File: src/rtl/dac_frame_rx.sv
// dac_frame_rx: receives 24-bit DAC serial frames (8 control bits + 16 data bits, MSB first) framed by SYNC.
// Optional DAC_FRAME_RX_CTRL_CHECK_EN: reject frames whose control byte is non-zero.
module dac_frame_rx (
  input  logic               CLK_50,
  input  logic               RESET_N,
  input  logic               SYNC,
  input  logic               SCLK,
  input  logic               DIN,
  output logic signed [23:0] DATA24,
  output logic [7:0]         CTRL8,
  output logic               VALID,
  output logic               FRAME_ERR,
  output logic [7:0]         ERR_CNT,
  output logic               BUSY
);
  typedef enum logic [1:0] {IDLE, SHIFT, CHECK} state_t;
  state_t      state;
  logic [2:0]  sync_q;
  logic [2:0]  sclk_q;
  logic [1:0]  din_q;
  logic [23:0] sr;
  logic [4:0]  cnt;
  logic [1:0]  warm;
  logic        sync_fall;
  logic        sync_rise;
  logic        sclk_rise;
  logic        accept;
  // Falls are trusted only once the whole SYNC chain holds real samples, so a
  // frame already in progress at reset release is never picked up.
  assign sync_fall = sync_q[2] & ~sync_q[1] & (warm == 2'd3);
  assign sync_rise = sync_q[1] & ~sync_q[2];
  assign sclk_rise = sclk_q[1] & ~sclk_q[2];
`ifdef DAC_FRAME_RX_CTRL_CHECK_EN
  assign accept = (cnt == 5'd24) && (sr[23:16] == 8'h00);
`else
  assign accept = (cnt == 5'd24);
`endif
  always_ff @(posedge CLK_50) begin
    if (!RESET_N) begin
      sync_q    <= 3'b111;
      sclk_q    <= 3'b000;
      din_q     <= 2'b00;
      warm      <= 2'd0;
      state     <= IDLE;
      sr        <= '0;
      cnt       <= '0;
      DATA24    <= '0;
      CTRL8     <= '0;
      VALID     <= 1'b0;
      FRAME_ERR <= 1'b0;
      ERR_CNT   <= '0;
      BUSY      <= 1'b0;
    end else begin
      sync_q    <= {sync_q[1:0], SYNC};
      sclk_q    <= {sclk_q[1:0], SCLK};
      din_q     <= {din_q[0], DIN};
      VALID     <= 1'b0;
      FRAME_ERR <= 1'b0;
      if (warm != 2'd3) warm <= warm + 2'd1;
      case (state)
        IDLE: if (sync_fall) begin
          sr    <= '0;
          cnt   <= '0;
          BUSY  <= 1'b1;
          state <= SHIFT;
        end
        SHIFT: if (sync_rise) state <= CHECK;
        else if (sclk_rise) begin
          sr <= {sr[22:0], din_q[1]};
          if (cnt != 5'd31) cnt <= cnt + 5'd1;
        end
        CHECK: begin
          VALID     <= accept;
          FRAME_ERR <= ~accept;
          if (accept) begin
            DATA24 <= {sr[15:0], 8'h00};
            CTRL8  <= sr[23:16];
          end else if (ERR_CNT != 8'hff) ERR_CNT <= ERR_CNT + 8'd1;
          sr    <= '0;
          cnt   <= '0;
          BUSY  <= sync_fall;
          state <= sync_fall ? SHIFT : IDLE;
        end
        default: state <= IDLE;
      endcase
    end
  end
endmodule

File: config.mk
export PLATFORM = sky130hd
export DESIGN_NAME = dac_frame_rx
export DESIGN_NICKNAME = d
export VERILOG_FILES = /design/src/rtl/dac_frame_rx.sv
export SDC_FILE = /design/constraint.sdc
export NUM_CORES = 1
export LEC_CHECK = 0
export CAP_MARGIN = 10
export CELL_PAD_IN_SITES_DETAIL_PLACEMENT = 1
export CELL_PAD_IN_SITES_GLOBAL_PLACEMENT = 2
export CORE_UTILIZATION = 31
export DETAILED_ROUTE_END_ITERATION = 8
export PLACE_DENSITY = 0.88
export SYNTH_ARGS = -nofsm -noshare
export SYNTH_HDL_FRONTEND = slang
export SYNTH_SLANG_ARGS = --single-unit
File: constraint.sdc
create_clock -name CLK_50 -period 2.2 [get_ports CLK_50]
set_input_delay 0.44 -clock CLK_50 [delete_from_list [all_inputs] [get_ports CLK_50]]
set_output_delay 0.44 -clock CLK_50 [all_outputs]
set_load 0.02 [all_outputs]
==> metrics.yaml, run 1 <==
outcome: "completed"
drc: 0
synth_seq_cells: 76
slew_viol_final: 0
tightest_slew_ps: 846
cpLargestDelayFamily: "compound AO/OA/AOI/OAI gates"
viasPerCell: 4.80
p_comb_share_pct: 3.4
relSlewSlack_pct: 43.6
hold_ws_ps: 418
die_h_um: 99.8
placementRows: 35
clock_sinks: 76
worstHoldPathCells: 1
clk_latency_ps: 340
die_w_um: 99.8
hold_violations: 0
gp_congestion: 0.772
yosys_most_used_dff: "dfxtp_1"
yosysWarnings: 0
syn_area_mm2: 0.00296
grt_max_degree: 61
crit_cells: 5
synth_edf_count: 0
clock-skew-final_ps: 5.45
dieArea_mm2: 0.00996
antenna_found_initial: 0
firstDrtPassIters: 4
fin_nets: 391
max_freq_mhz: 518
area_growth_pct: 22.7
root_buffer: "clkbuf_8"
seqPwrFrac_pct: 55.4
syn_inst: 345
critPathLaunchType: "flop"
num_antenna_cells: 0
grt_pass1_wl_um: 11100
total_power_uw: 2520
setup_viol: 0
layout_commonest_cell: "nand2_1"
setup-tns-final_ps: 0
fin_crit_ps: 1930
arrival_ps: 2150
crit_slowest_cell: "a21o_1"
power.internal_uw: 1960
syn_avg_cell_area_um2: 8.59
drt_iter0_markers: 76
vias: 2468
cts_buffers: 9
fill_cells: 1100
cp.buffers_inverters: 0
coreArea_mm2: 0.00924
cts-resized-gates: 0
cp-end-kind: "flop"
clock_path_buffers: 2
ios: 48
htreeDepth: 3
cap_violations: 0
cts_setup_buffers: 0
rsz0062_at_grt: "false"
drive_above_1_share_pct: 7.53
path_clk_slew_ps: 80
yosysTopAreaCell: "dfxtp_1"
initial_core_util_pct: 32.1
critical_path.max_fanout: 25
worstRegToRegCells: 5
grt_pass1_vias: 2473
swShare_pct: 22.2
synthTopCellsByArea: "dfxtp_1, nand2_1, a21oi_1, nand3_1, buf_4"
yosysUniqueCellTypes: 43
min_period_over_period_pct: 87.8
clkPwrFrac_pct: 41.2
worst_slack_ps: 269
grt_overflow: 0
synth.yosys.seq_area_share_pct: 51.3
ir_drop_mv: 0.317
cts_tree: "yes"
layout_common_cells: "nand2_1, dfxtp_1, a21oi_1"
pre_cts_slack_ps: 252
p_sw_uw: 560
wl_um: 6510
async_flop_share_pct: 0
slowest_delay_ps: 690
routedWlPerCell_um: 12.7
cp.required_ps: 2420
portBuffers: 39
cts_hold_buf: 0
cellLeakagePower_uw: 0.00128
grt_util_all_layers_pct: 14.1
synth_top_area_share_pct: 51.3
hpwl_um: 4300
hold_path_class: "flop to flop"
crit_type: "flop to flop"
detail-route-antenna-nets: 0
power.density_mw_per_mm2: 694
crit_chain: "ha_1, nand3b_1, a21o_1, o21ai_2, mux2i_1"
## cells by family after synthesis
group | count (synthesis) | synth area share (%)
buf+inv | 34 | 6.29
compound gates | 69 | 13.1
mux | 4 | 1.35
flops | 76 | 51.3
simple gates | 153 | 24.8
xor+xnor | 3 | 0.887
other cells | 1 | 0.127
fa+ha+maj | 5 | 2.11
## per-layer routing
layer | wire length (um) | GRT usage [%] | vias to the layer above
met5 | 0 | 0 | -
met3 | 240 | 4.53 | 6
li1 | - | - | 1221
met2 | 3230 | 24.9 | 43
met4 | 44 | 4.64 | 0
met1 | 3000 | 16.1 | 1198
## power groups by stage
stage / logic (uW) / clock network (uW) / registers (uW)
5_1_grt: 96.0 / 1140 / 1400
4_1_cts: 87.0 / 1080 / 1400
6_report: 85.1 / 1040 / 1400
2_1_floorplan: 70.9 / 0 / 1430
3_5_place_dp: 87.3 / 0 / 1430
3_3_place_gp: 82.9 / 0 / 1430
## Yosys cell counts (2+ instances only)
master,count
nand2_1,81
dfxtp_1,76
a21oi_1,54
nand3_1,31
buf_4,10
clkbuf_1,10
nor2_1,10
nand2b_1,6
and2_1,5
buf_2,5
ha_1,5
o21ai_0,5
inv_1,4
mux2i_1,4
nand4_1,3
or3_1,3
xor2_1,3
and3_1,2
buf_1,2
buf_6,2
o31a_1,2
## final cells by class
cell class | instances | area [um2] | area share, %
multi-input combinational | 242 | 1280 | 35.3
inverter | 5 | 18.8 | 0.516
clock buffer | 10 | 138 | 3.78
sequential | 76 | 1520 | 41.8
tap | 129 | 161 | 4.44
timing repair buffer | 47 | 463 | 12.7
clock inverter | 5 | 52.6 | 1.44
## registers in the layout, indices dropped and copies added, names as in the netlist
name,cells
CTRL8,8
VALID,1
sclk_q,3
sr,24
sync_q,3
state,2
DATA24,16
warm,2
ERR_CNT,8
din_q,2
cnt,5
BUSY,1
FRAME_ERR,1
## path summary, 6_finish.rpt
kind / startpoint / to / slack, ps
setup / recovery: warm[0]$_SDFFE_PN0P_ / cnt[1]$_SDFFE_PN0P_ / 270
hold reg to reg: sync_q[0]$_SDFF_PN1_ / sync_q[1]$_SDFF_PN1_ / 420
setup reg to reg: warm[0]$_SDFFE_PN0P_ / cnt[1]$_SDFFE_PN0P_ / 270
hold / removal: sync_q[0]$_SDFF_PN1_ / sync_q[1]$_SDFF_PN1_ / 420
## stage by stage
stage | instances | util [%] | cell area, um2
after CTS | 514 | 39.4 | 3640
after global placement | 499 | 37.3 | 3450
final | 514 | 39.4 | 3640
after global routing | 514 | 39.4 | 3640
after detailed placement | 499 | 37.3 | 3450
after floorplan | 352 | - | 2990
No activity file was read; power rests on OpenSTA's default activity.
==> run 2: changes to the inputs <==
==> constraint.sdc (replaced) <==
create_clock -name CLK_50 -period 2.16 [get_ports CLK_50]
set_input_delay 0.432 -clock CLK_50 [delete_from_list [all_inputs] [get_ports CLK_50]]
set_output_delay 0.432 -clock CLK_50 [all_outputs]
set_load 0.02 [all_outputs]
==> run 2 against run 1 <==
Sequential power about the same. Hold slack got worse by 2.9 ps. Utilization increased by 0.22 points. Power increased by 6.8%. Non-clock buffer count decreased by 1. Sequential cell count unchanged. Clock-buffer cell count increased by 2. Design area increased by 0.55%. Register-to-register slack got worse by 30 ps.
==> metrics.yaml, run 2 (synthesis results as in run 1) <==
outcome: "completed"
ir_drop_mv: 0.417  # +32%
hpwl_um: 4230  # -1.4%
cts_setup_buffers: 0  # unchanged
rsz0062_at_grt: "false"
ios: 48  # unchanged
gp_congestion: 0.749  # -2.9%
crit_type: "flop to flop"
worstRegToRegCells: 5  # unchanged
min_period_over_period_pct: 88.8  # +1.0 points
fin_nets: 390  # -0.26%
layout_commonest_cell: "nand2_1"
max_freq_mhz: 521  # +0.67%
final_cells: 514  # unchanged
pre_cts_slack_ps: 250  # -2.02 ps
clock_path_buffers: 2  # unchanged
drive_above_1_share_pct: 7.01  # -0.52 points
slew_viol_final: 0  # unchanged
fill_cells: 1092  # -0.73%
placementRows: 35  # unchanged
critical_path.max_fanout: 25  # unchanged
detail-route-antenna-nets: 0  # unchanged
critPathLaunchType: "flop"
portBuffers: 39  # unchanged
arrival_ps: 2140  # about the same
place_inst: 498  # -0.20%
grt_overflow: 0  # unchanged
r2r-start: "warm[0]$_SDFFE_PN0P_"
dieArea_mm2: 0.00996  # unchanged
worstHoldPathCells: 1  # unchanged
path_clk_slew_ps: 80  # about the same
cp.required_ps: 2380  # -40 ps
holdPathEnd: "sync_q[1]$_SDFF_PN1_"
grt_util_all_layers_pct: 14.0  # -0.12 points
tightest_slew_ps: 819  # -27.7 ps
hold_violations: 0  # unchanged
hp-start: "sync_q[0]$_SDFF_PN1_"
htreeDepth: 3  # unchanged
drc: 0  # unchanged
root_buffer: "clkbuf_8"
setup-tns-final_ps: 0  # unchanged
vias: 2391  # -3.1%
setup.reg_to_reg.worst_slack_ps: 240  # -30 ps
wl_um: 6380  # -2.0%
clk_latency_ps: 350  # about the same
r2r-end: "cnt[1]$_SDFFE_PN0P_"
coreArea_mm2: 0.00924  # unchanged
routedWlPerCell_um: 12.4  # -2.0%
drt_iter0_markers: 76  # unchanged
antenna_found_initial: 0  # unchanged
clock-skew-final_ps: 10.7  # +5.27 ps
grt_pass1_wl_um: 11100  # -0.43%
firstDrtPassIters: 4  # unchanged
worst_slack_ps: 242  # -27.1 ps
layout_common_cells: "nand2_1, dfxtp_1, a21oi_1"
viasPerCell: 4.65  # -3.1%
fin_crit_ps: 1920  # -12.9 ps
initial_core_util_pct: 32.1  # unchanged
setup_viol: 0  # unchanged
die_h_um: 99.8  # unchanged
reg_top3: "sr: 24 flops, DATA24: 16 flops"
clock_sinks: 76  # unchanged
grt_max_degree: 61  # unchanged
cts_tree: "yes"
num_antenna_cells: 0  # unchanged
total_power_uw: 2690  # +6.8%
top_register: "sr"
grt_pass1_vias: 2363  # -4.4%
largest_reg_flops: 24  # unchanged
relSlewSlack_pct: 45.4  # +1.8 points
cts_buffers: 9  # unchanged
cts_hold_buf: 0  # unchanged
die_w_um: 99.8  # unchanged
cap_violations: 0  # unchanged
cp-end-kind: "flop"
power.density_mw_per_mm2: 736  # +6.2%
cellLeakagePower_uw: 0.00129  # +0.30%
hold_path_class: "flop to flop"
cts-resized-gates: 0  # unchanged
area_growth_pct: 23.4
## run 2: worst max-delay path by stage
stage                           to  slack, ps  cells past startpoint                    start
6_report       cnt[1]$_SDFFE_PN0P_        240                      5     warm[0]$_SDFFE_PN0P_
2_1_floorplan  cnt[3]$_SDFFE_PN0P_        590                      7      cnt[0]$_SDFFE_PN0P_
3_3_place_gp   cnt[1]$_SDFFE_PN0P_        300                      5     warm[0]$_SDFFE_PN0P_
3_5_place_dp   cnt[1]$_SDFFE_PN0P_        250                      5     warm[0]$_SDFFE_PN0P_
5_1_grt        cnt[2]$_SDFFE_PN0P_         90                      5     warm[0]$_SDFFE_PN0P_
4_1_cts                 ERR_CNT[2]        230                      1  ERR_CNT[2]$_SDFFE_PN0P_
## run 2: per-stage QoR
stage          util (%)  hold slack (ps)  cell area, um2
4_1_cts            39.6              418            3660
6_report           39.6              415            3660
3_5_place_dp       37.2              398            3440
3_3_place_gp       37.2              391            3440
5_1_grt            39.6              451            3660
2_1_floorplan         -              386            2990
## run 2: routing by layer
metal  vias to the layer above  wire [um]  track usage (%)
li1                       1215          -                -
met1                      1122       3060             17.0
met2                        42       2990             22.8
met3                        12        217             4.18
met4                         0        116             6.56
met5                         -          0                0
## run 2: layout make-up
cell class	instances	area, um2	share of cell area (%)
multi-input combinational	242	1280	35.1
timing repair buffer	46	455	12.5
tap	129	161	4.41
sequential	76	1520	41.6
clock inverter	4	72.6	1.98
clock buffer	12	145	3.97
inverter	5	18.8	0.513
## run 2: worst max-delay path, cell delays in order, from the launching register on
cell      delay, ps
dfxtp_1         330
ha_1            250
nand3b_1        120
a21o_1          660
o21ai_2         250
mux2i_1         180
## run 2: power breakdown
group          total [uW]  internal [uW]  switching, uW
registers            1420           1420           8.57
logic                86.4           29.8           56.6
clock network        1180            681            501
==> run 3: changes to the inputs <==
--- a/config.mk
+++ b/config.mk
@@ -8,9 +8,10 @@
 export CAP_MARGIN = 10
 export CELL_PAD_IN_SITES_DETAIL_PLACEMENT = 1
 export CELL_PAD_IN_SITES_GLOBAL_PLACEMENT = 2
-export CORE_UTILIZATION = 31
+export CORE_UTILIZATION = 28
+export CTS_CLUSTER_SIZE = 25
 export DETAILED_ROUTE_END_ITERATION = 8
-export PLACE_DENSITY = 0.88
+export PLACE_DENSITY = 0.85
 export SYNTH_ARGS = -nofsm -noshare
 export SYNTH_HDL_FRONTEND = slang
 export SYNTH_SLANG_ARGS = --single-unit
==> constraint.sdc (replaced) <==
create_clock -name CLK_50 -period 1.6 [get_ports CLK_50]
set_input_delay 0.32 -clock CLK_50 [delete_from_list [all_inputs] [get_ports CLK_50]]
set_output_delay 0.32 -clock CLK_50 [all_outputs]
set_load 0.02 [all_outputs]
==> run 3 against run 2 <==
Register-to-register slack got worse by 220 ps. Clock-buffer cell count did not move. Hold slack lost 4.4 ps. Highest routed layer unchanged.
==> metrics.yaml, run 3 (synthesis results as in run 1) <==
crit_type: "flop to flop"
cts_buffers: 9  # unchanged
slowest_delay_ps: 350  # -310 ps
multiInputGateArea_mm2: 0.00136  # +6.0%
fill_cells: 1228  # +12%
ir_drop_mv: 0.464  # +11%
grt_util_all_layers_pct: 13.2  # -0.75 points
critical_path.max_fanout: 12  # -52%
fin_nets: 402  # +3.1%
htreeDepth: 3  # unchanged
max_freq_mhz: 635  # +22%
antenna_found_initial: 0  # unchanged
coreArea_mm2: 0.0103  # +11%
clock_path_buffers: 2  # unchanged
hpwl_um: 4460  # +5.3%
clk_latency_ps: 340  # about the same
drc: 0  # unchanged
cellLeakagePower_uw: 0.00161  # +25%
wl_um: 7060  # +11%
critPathLaunchType: "flop"
dieArea_mm2: 0.0110  # +10%
power.density_mw_per_mm2: 1010  # +38%
arrival_ps: 1800  # -340 ps
gp_congestion: 0.726  # -3.1%
cp.required_ps: 1830  # -550 ps
viasPerCell: 4.66  # +0.23%
setup_viol: 0  # unchanged
crit_slowest_cell: "dfxtp_2"
root_buffer: "clkbuf_8"
total_power_uw: 3990  # +48%
cp.buffers_inverters: 3  # +3
routedWlPerCell_um: 13.2  # +6.7%
layout_common_cells: "nand2_1, dfxtp_1, a21oi_1"
cpLargestDelayFamily: "simple AND/OR/NAND/NOR gates"
drive_above_1_share_pct: 12.6  # +5.6 points
crit_chain: "inv_1, ha_4, nand4b_4, buf_6, or2_4, clkbuf_16, nand2_1, a21oi_1"
rsz0062_at_grt: "true"
cts_tree: "yes"
cap_violations: 0  # unchanged
place_inst: 513  # +3.0%
hold_path_class: "flop to flop"
reg_top3: "sr: 24 flops, DATA24: 16 flops"
grt_overflow: 0  # unchanged
detail-route-antenna-nets: 0  # unchanged
outcome: "completed"
clkPwrFrac_pct: 48.6  # +4.7 points
power.internal_uw: 3200  # +50%
cp-end-kind: "flop"
top_register: "sr"
p_sw_uw: 791  # +40%
fin_crit_ps: 1570  # -343 ps
firstDrtPassIters: 5  # +1
register_area_mm2: 0.00153  # +0.25%
portBuffers: 39  # unchanged
placementRows: 37  # +5.7%
grt_pass1_wl_um: 11800  # +6.2%
grt_max_degree: 31  # -49%
num_antenna_cells: 0  # unchanged
hold_violations: 0  # unchanged
clock_sinks: 76  # unchanged
ios: 48  # unchanged
die_w_um: 105  # +5.1%
pre_cts_slack_ps: -67.0  # -317 ps
grt_pass1_vias: 2464  # +4.3%
initial_core_util_pct: 28.8  # -3.2 points
slew_viol_final: 0  # unchanged
swShare_pct: 19.8  # -1.2 points
final_cells: 533  # +3.7%
drt_iter0_markers: 63  # -17%
vias: 2485  # +3.9%
area_growth_pct: 32.6
seqPwrFrac_pct: 48.2  # -4.7 points
path_clk_slew_ps: 80  # about the same
min_period_over_period_pct: 98.4  # +9.6 points
die_h_um: 105  # +5.1%
layout_commonest_cell: "nand2_1"
p_comb_share_pct: 3.2  # about the same
worst_slack_ps: 25.4  # -217 ps
largest_reg_flops: 24  # unchanged
clock-skew-final_ps: 8.50  # -2.22 ps
==> run 3: cell count changes in the layout (fill, tap and decap cells not counted), sizes merged, moves of 2 or more <==
cell / delta
buf: +11
bufinv: +2
clkdlybuf4s50: -35
dlymetal6s2s: +2
dlygate4sd2: +33
==> run 3: per-stage QoR <==
stage	instance area (um2)	utilization (%)	setup TNS (ps)	hold slack, ps
after floorplan	2990	-	0	386
after global routing	3930	38.3	-596	424
after CTS	3850	37.4	0	414
after global placement	3570	34.7	0	394
final	3930	38.3	0	410
after detailed placement	3570	34.7	-152	395
==> run 3: worst paths after layout <==
path                            slack, ps                endpoint  cells past startpoint                 start
worst max register to register         30  DATA24[9]$_SDFFE_PN0P_                      8   cnt[0]$_SDFFE_PN0P_
worst min-delay path                  410    sync_q[1]$_SDFF_PN1_                      1  sync_q[0]$_SDFF_PN1_
worst max-delay path                   30  DATA24[9]$_SDFFE_PN0P_                      8   cnt[0]$_SDFFE_PN0P_
worst min register to register        410    sync_q[1]$_SDFF_PN1_                      1  sync_q[0]$_SDFF_PN1_
==> run 3: worst register-to-register path: cells and delay by family, from the launching register on <==
kind,cells,cell delay [ps]
flops,1,350
simple gates,3,470
fa+ha+maj,1,150
compound gates,1,60
buf+inv,3,440
==> run 3: layout make-up <==
| type | count | area share (%) |
|---|---|---|
| clock buffer | 12 | 3.69 |
| clock inverter | 4 | 3.06 |
| inverter | 5 | 0.477 |
| multi-input combinational | 242 | 34.6 |
| sequential | 76 | 38.8 |
| tap | 136 | 4.33 |
| timing repair buffer | 58 | 15.1 |
==> run 3: per-layer routing <==
metal | vias up | global-route usage, % | share of wire (%)
met3 | 10 | 3.49 | 3.0
met1 | 1197 | 16.1 | 46
met2 | 35 | 22.4 | 49
met4 | 0 | 4.83 | 1.4
li1 | 1243 | - | -
met5 | - | 0 | 0
==> run 3: power groups by stage <==
stage	Sequential (uW)	Clock, uW	Combinational [uW]
6_report	1920	1940	127
5_1_grt	1930	2080	139
4_1_cts	1920	1990	128
3_5_place_dp	1970	0	127
3_3_place_gp	1970	0	121
2_1_floorplan	1960	0	97.5
==> run 3: repair_timing <==
action,CTS,global route
gates cloned,0,1
endpoints found under the setup margin,41,10
pin swaps,4,5
buffers inserted,2,1
resized for setup,41,11
hold buffers,0,0
